===== config.mk =====
export PLATFORM = sky130hd
export DESIGN_NAME = word_capture_fifo
export DESIGN_NICKNAME = d
export VERILOG_FILES = /design/src/rtl/word_capture_fifo.sv
export SDC_FILE = /design/constraint.sdc
export NUM_CORES = 1
export LEC_CHECK = 0
export CORE_ASPECT_RATIO = 1.2
export CORE_MARGIN = 2
export CORE_UTILIZATION = 40
export DETAILED_ROUTE_END_ITERATION = 10
export SLEW_MARGIN = 20
export SYNTH_ARGS = -nofsm -noshare
export SYNTH_HDL_FRONTEND = slang
export SYNTH_SLANG_ARGS = --single-unit
export TNS_END_PERCENT = 10

===== constraint.sdc =====
create_clock -name tb_clock -period 10.9 [get_ports tb_clock]
set_input_delay 1.635 -clock tb_clock [delete_from_list [all_inputs] [get_ports tb_clock]]
set_output_delay 1.635 -clock tb_clock [all_outputs]
set_load 0.03 [all_outputs]

===== src/rtl/word_capture_fifo.sv =====
// word_capture_fifo: first-word-fall-through capture buffer between the
// byte packer and the host transfer stage. The write side never stalls;
// words arriving while the buffer is full are dropped, counted and flagged.
// Optional build macro OVF_MARKER_EN: after a run of drops, insert a marker
// word {16'hDEAD, pending drop count} at the first free slot so the host
// can see where the gap in the captured stream is.
module word_capture_fifo #(
    parameter int DATA_LEN = 32,
    parameter int ADDR_W   = 4,
    parameter int CNT_W    = 16
) (
    input  logic                tb_clock,
    input  logic                rst_n,
    input  logic                in_valid,
    input  logic [DATA_LEN-1:0] in_data,
    output logic                out_valid,
    output logic [DATA_LEN-1:0] out_data,
    input  logic                out_ready,
    input  logic                clr_ovf,
    output logic [ADDR_W:0]     level,
    output logic                full,
    output logic                empty,
    output logic                overflow,
    output logic [CNT_W-1:0]    drop_cnt
);

    localparam int DEPTH = 2 ** ADDR_W;

    logic [DATA_LEN-1:0] mem_q [DEPTH];

    logic [ADDR_W:0]     wr_ptr_q, wr_ptr_d;
    logic [ADDR_W:0]     rd_ptr_q, rd_ptr_d;
    logic [DATA_LEN-1:0] out_data_q, out_data_d;
    logic                overflow_q, overflow_d;
    logic [CNT_W-1:0]    drop_cnt_q, drop_cnt_d;

    logic                full_w;
    logic                empty_w;
    logic                do_write;
    logic                do_read;
    logic                drop;
    logic [DATA_LEN-1:0] write_word;

`ifdef OVF_MARKER_EN
    logic [CNT_W-1:0]    pend_q, pend_d;
    logic                marker_now;
    logic [15:0]         pend_lo;
    logic [31:0]         marker_raw;
`endif

    // Occupancy flags come straight from the pointer pair; the extra wrap bit
    // separates full from empty when the index bits match.
    always_comb begin
        full_w  = (wr_ptr_q[ADDR_W] != rd_ptr_q[ADDR_W]) &&
                  (wr_ptr_q[ADDR_W-1:0] == rd_ptr_q[ADDR_W-1:0]);
        empty_w = (wr_ptr_q == rd_ptr_q);
    end

    // Decide what gets written this cycle, what is dropped, and whether the
    // head word is consumed. Full is judged on start-of-cycle occupancy, so a
    // read in the same cycle never makes room for a write.
    always_comb begin
        do_read    = !empty_w && out_ready;
        write_word = in_data;
`ifdef OVF_MARKER_EN
        pend_lo    = 16'(pend_q);
        marker_raw = {16'hDEAD, pend_lo};
        marker_now = (pend_q != '0) && !full_w;
        if (marker_now) begin
            write_word = DATA_LEN'(marker_raw);
        end
        do_write   = !full_w && (in_valid || marker_now);
        drop       = in_valid && (full_w || marker_now);
`else
        do_write   = !full_w && in_valid;
        drop       = in_valid && full_w;
`endif
    end

    // Next pointers and the registered head word. When the slot being written
    // becomes the head after this edge, the incoming word is forwarded so the
    // head register is correct one cycle after the write.
    always_comb begin
        wr_ptr_d = wr_ptr_q;
        rd_ptr_d = rd_ptr_q;
        if (do_write) begin
            wr_ptr_d = wr_ptr_q + 1'b1;
        end
        if (do_read) begin
            rd_ptr_d = rd_ptr_q + 1'b1;
        end
        if (do_write && (rd_ptr_d == wr_ptr_q)) begin
            out_data_d = write_word;
        end else begin
            out_data_d = mem_q[rd_ptr_d[ADDR_W-1:0]];
        end
    end

    // Loss bookkeeping: a drop in the same cycle as a clear leaves the flag set
    // and the counter at one, so that loss is never hidden from the host.
    always_comb begin
        overflow_d = overflow_q;
        drop_cnt_d = drop_cnt_q;
        if (clr_ovf) begin
            overflow_d = 1'b0;
            drop_cnt_d = '0;
        end
        if (drop) begin
            overflow_d = 1'b1;
            if (clr_ovf) begin
                drop_cnt_d = CNT_W'(1);
            end else if (drop_cnt_q != {CNT_W{1'b1}}) begin
                drop_cnt_d = drop_cnt_q + 1'b1;
            end
        end
    end

`ifdef OVF_MARKER_EN
    // Drops pending a marker; writing the marker restarts the count, with a
    // word lost in the marker cycle itself becoming the first of the next run.
    always_comb begin
        pend_d = pend_q;
        if (marker_now) begin
            pend_d = in_valid ? CNT_W'(1) : '0;
        end else if (drop && (pend_q != {CNT_W{1'b1}})) begin
            pend_d = pend_q + 1'b1;
        end
    end

    // Pending-drop register.
    always_ff @(posedge tb_clock) begin
        if (!rst_n) begin
            pend_q <= '0;
        end else begin
            pend_q <= pend_d;
        end
    end
`endif

    // Control and status state; reset empties the buffer but leaves storage.
    always_ff @(posedge tb_clock) begin
        if (!rst_n) begin
            wr_ptr_q   <= '0;
            rd_ptr_q   <= '0;
            out_data_q <= '0;
            overflow_q <= 1'b0;
            drop_cnt_q <= '0;
        end else begin
            wr_ptr_q   <= wr_ptr_d;
            rd_ptr_q   <= rd_ptr_d;
            out_data_q <= out_data_d;
            overflow_q <= overflow_d;
            drop_cnt_q <= drop_cnt_d;
        end
    end

    // Storage array, written only outside reset.
    always_ff @(posedge tb_clock) begin
        if (rst_n && do_write) begin
            mem_q[wr_ptr_q[ADDR_W-1:0]] <= write_word;
        end
    end

    assign level     = wr_ptr_q - rd_ptr_q;
    assign full      = full_w;
    assign empty     = empty_w;
    assign out_valid = !empty_w;
    assign out_data  = out_data_q;
    assign overflow  = overflow_q;
    assign drop_cnt  = drop_cnt_q;

endmodule


==> results.toml <==
[floorplanning]
die_y_um = 279.9
dieArea_mm2 = 0.06546
die_w_um = 233.9
row_count = 101
io-pin-count = 94
start_util_pct = 40.23
core_area_mm2 = 0.06306

[finish]
design_area_mm2 = 0.02911
area_growth_syn_to_layout_pct = 14.76
drive_gt1_share_pct = 13.21
finalNetCount = 1825

[worst_setup_path]
worstPathArrival_ps = 3510
crit_required_ps = 9270
cp_common_cell = "inv_1"
cpLargestDelayFamily = "buffers and inverters"
r2r_setup_slack_ps = 6080
reg2regPathDepth = 12
cp_slowest_cell = "dfxtp_4"
critPathLaunchType = "register"
critPathBufInv = 3
timing.rr.start = "rd_ptr_q[1]"
critPathKind = "reg2out"
cp-end-kind = "primary output"
critPathMaxStageDelay_ps = 810
r2r_end = "out_data[11]"
cp_cell_sequence = "inv_1 -> ha_1 -> and4_1 -> nand2_1 -> inv_1 -> clkdlybuf4s50_1"
worst-path-max-fanout = 40

[power_and_ir_drop]
leakagePower_uw = 0.008968
peakVddDrop_uv = 105.4
p_per_area_mw_per_mm2 = 200.2

[synthesis]
synthTopCellsByArea = "edfxtp_1, mux2i_1, mux4_2, dfxtp_1, o22ai_1"
synth_edf_count = 512
synth_seq_area_share_pct = 65.27
avgSynthCellArea_um2 = 14.86
synth_largest_area_cell = "edfxtp_1"
synth_fp_nets = 1755
ys_ff_latch = 571
syn_area_mm2 = 0.02537
syn_inst = 1707
ys_async_sr_fraction_pct = 0
yosysTopAreaCellShare_pct = 60.61
synth_ff_type = "edfxtp_1"
synth.distinct_cells = 63
yosysWarnings = 0

[min_path]
min_from = "drop_cnt[15]"
hold_class = "reg2reg"
hold_depth = 2
hold_path_end = "drop_cnt[15]"

[route]
via_count = 15430
routed_via_density = 5.824
ant_nets = 0
routedWlPerCell_um = 24.49
drtIter0Drc = 1161
drt_wl_total_mm = 64.90
firstDrtPassIters = 5
drc = 0

[status]
status = "finished, final reports clean"

[clock_network]
clock-sinks = 571
cts_tree = "done"
htree_levels = 2
numCtsBuffers = 56
worst_skew_pair.late_latency_ps = 620
holdBufCountCts = 0
cts-root-buf = "clkbuf_16"
clk_pin_slew_worst_paths_ps = 60
post-cts-setup-buffers = 0
clock_path_buffers = 3
cts_resized = 0

[grt]
grt_pass1_vias = 15830
grt_max_degree = 102
track_usage_pct = 19.89
grt_pass1_wl_mm = 97.70
antenna_found_initial = 1
grt_overflow = 0

[timing]
min_period_ps = 5145
fmax_mhz = 194.4
fin_crit_sh_pct = 47.20
hold_viol = 0
setup_slack_ps = 5755
worst_pin_slew_ps = 1083
setup-violations-final = 0
drv_slew = 0
timing.setup.tns_ps = 0
skew_ps = 28.67
relSlewSlack_pct = 27.81
whs_ps = 545.2
rsz0062_at_grt = "no"

[placed_design]
numPortBuffers = 93
place_area_mm2 = 0.02723
dp.final_hpwl_mm = 37.23
gp_congestion = 0.7978
place_ws_ps = 5429

[flow_run]
drv_cap = 0
## cell usage after synthesis (all sizes together), types with 22 or more instances
library cell,count
o22a,29
buf,70
nor3,40
dfxtp,59
a2111oi,27
mux2i,266
mux4,59
o21ai,38
clkbuf,51
nor2,115
a21oi,73
a31oi,27
edfxtp,512
nand2,59
o22ai,99
o211ai,22
## flip-flops by register name, indices dropped and copies added, names as in the netlist
register,cells
out_data,32
wr_ptr_q,5
overflow,1
drop_cnt,16
mem_q,512
rd_ptr_q,5
## worst max path at each step
stage / depth (start not counted) / from / slack (ps) / end
floorplan: 4 / in_valid / 6030 / mem_q[0][0]
global placement: 11 / out_ready / 5610 / out_data[11]
detailed placement: 11 / out_ready / 5430 / out_data[11]
CTS: 6 / rd_ptr_q[1] / 5740 / empty
global route: 6 / rd_ptr_q[1] / 5560 / empty
finish: 6 / rd_ptr_q[1] / 5750 / empty
## cell usage in the layout, fill, tap and decap left out, drive strengths merged, types with 16 or more instances in the layout
| cell type | count |
|---|---|
| nand2 | 59 |
| clkdlybuf4s50 | 92 |
| a31oi | 27 |
| a21oi | 73 |
| o211ai | 22 |
| edfxtp | 512 |
| mux2i | 266 |
| a2111oi | 27 |
| o21ai | 38 |
| xor2 | 16 |
| buf | 41 |
| dfxtp | 59 |
| nand3 | 16 |
| xnor2 | 16 |
| nor3 | 40 |
| clkinv | 23 |
| clkbuf | 73 |
| nor2 | 115 |
| o22ai | 99 |
| o22a | 29 |
| mux4 | 59 |
## worst min-delay path: stages (launching register included)
cell and delay, ps:
dfxtp_1 360, xnor2_1 80, nor2_1 70
## routing by layer
layer  wire length [um]  up-vias  track usage, %  share of wire (%)
li1                   -     6934               -                  -
met1              26580     7988           25.19                 41
met2              33640      416           35.33                 52
met3               3226       95           2.871                5.0
met4               1450        0           5.534                2.2
met5                  0        -               0                  0
## through the flow
stage	total power, uW	util [%]	std cells
floorplan	3489	-	1707
global placement	3898	43.19	2543
detailed placement	3917	43.19	2543
CTS	5874	46.16	2649
global route	6053	46.17	2650
finish	5829	46.17	2650
## final cells by class
cell class	instances	area [um^2]
antenna	1	2.502
clock buffer	73	1548
clock inverter	33	329.1
fill	5413	33950
inverter	13	48.80
multi-input combinational	1002	8351
sequential	571	16560
tap	824	1031
timing repair buffer	133	1239
## cell families (layout without fill, tap and decap cells)
| logic type | count (synthesis) | count (layout) | share of synthesized area, % |
|---|---|---|---|
| compound gates | 353 | 353 | 9.387 |
| xor+xnor | 32 | 32 | 1.238 |
| fa+ha+maj | 11 | 11 | 0.5722 |
| buf+inv | 134 | 252 | 2.466 |
| flops | 571 | 571 | 65.27 |
| mux | 335 | 335 | 16.23 |
| other cells | 0 | 1 | 0 |
| simple gates | 271 | 271 | 4.844 |
## power breakdown
part           internal (uW)  switching, uW  total [uW]
registers               2440           58.1        2490
logic                    549            821        1370
clock network           1140            822        1960
total                   4130           1700        5830
No activity file was read; power rests on OpenSTA's default activity.
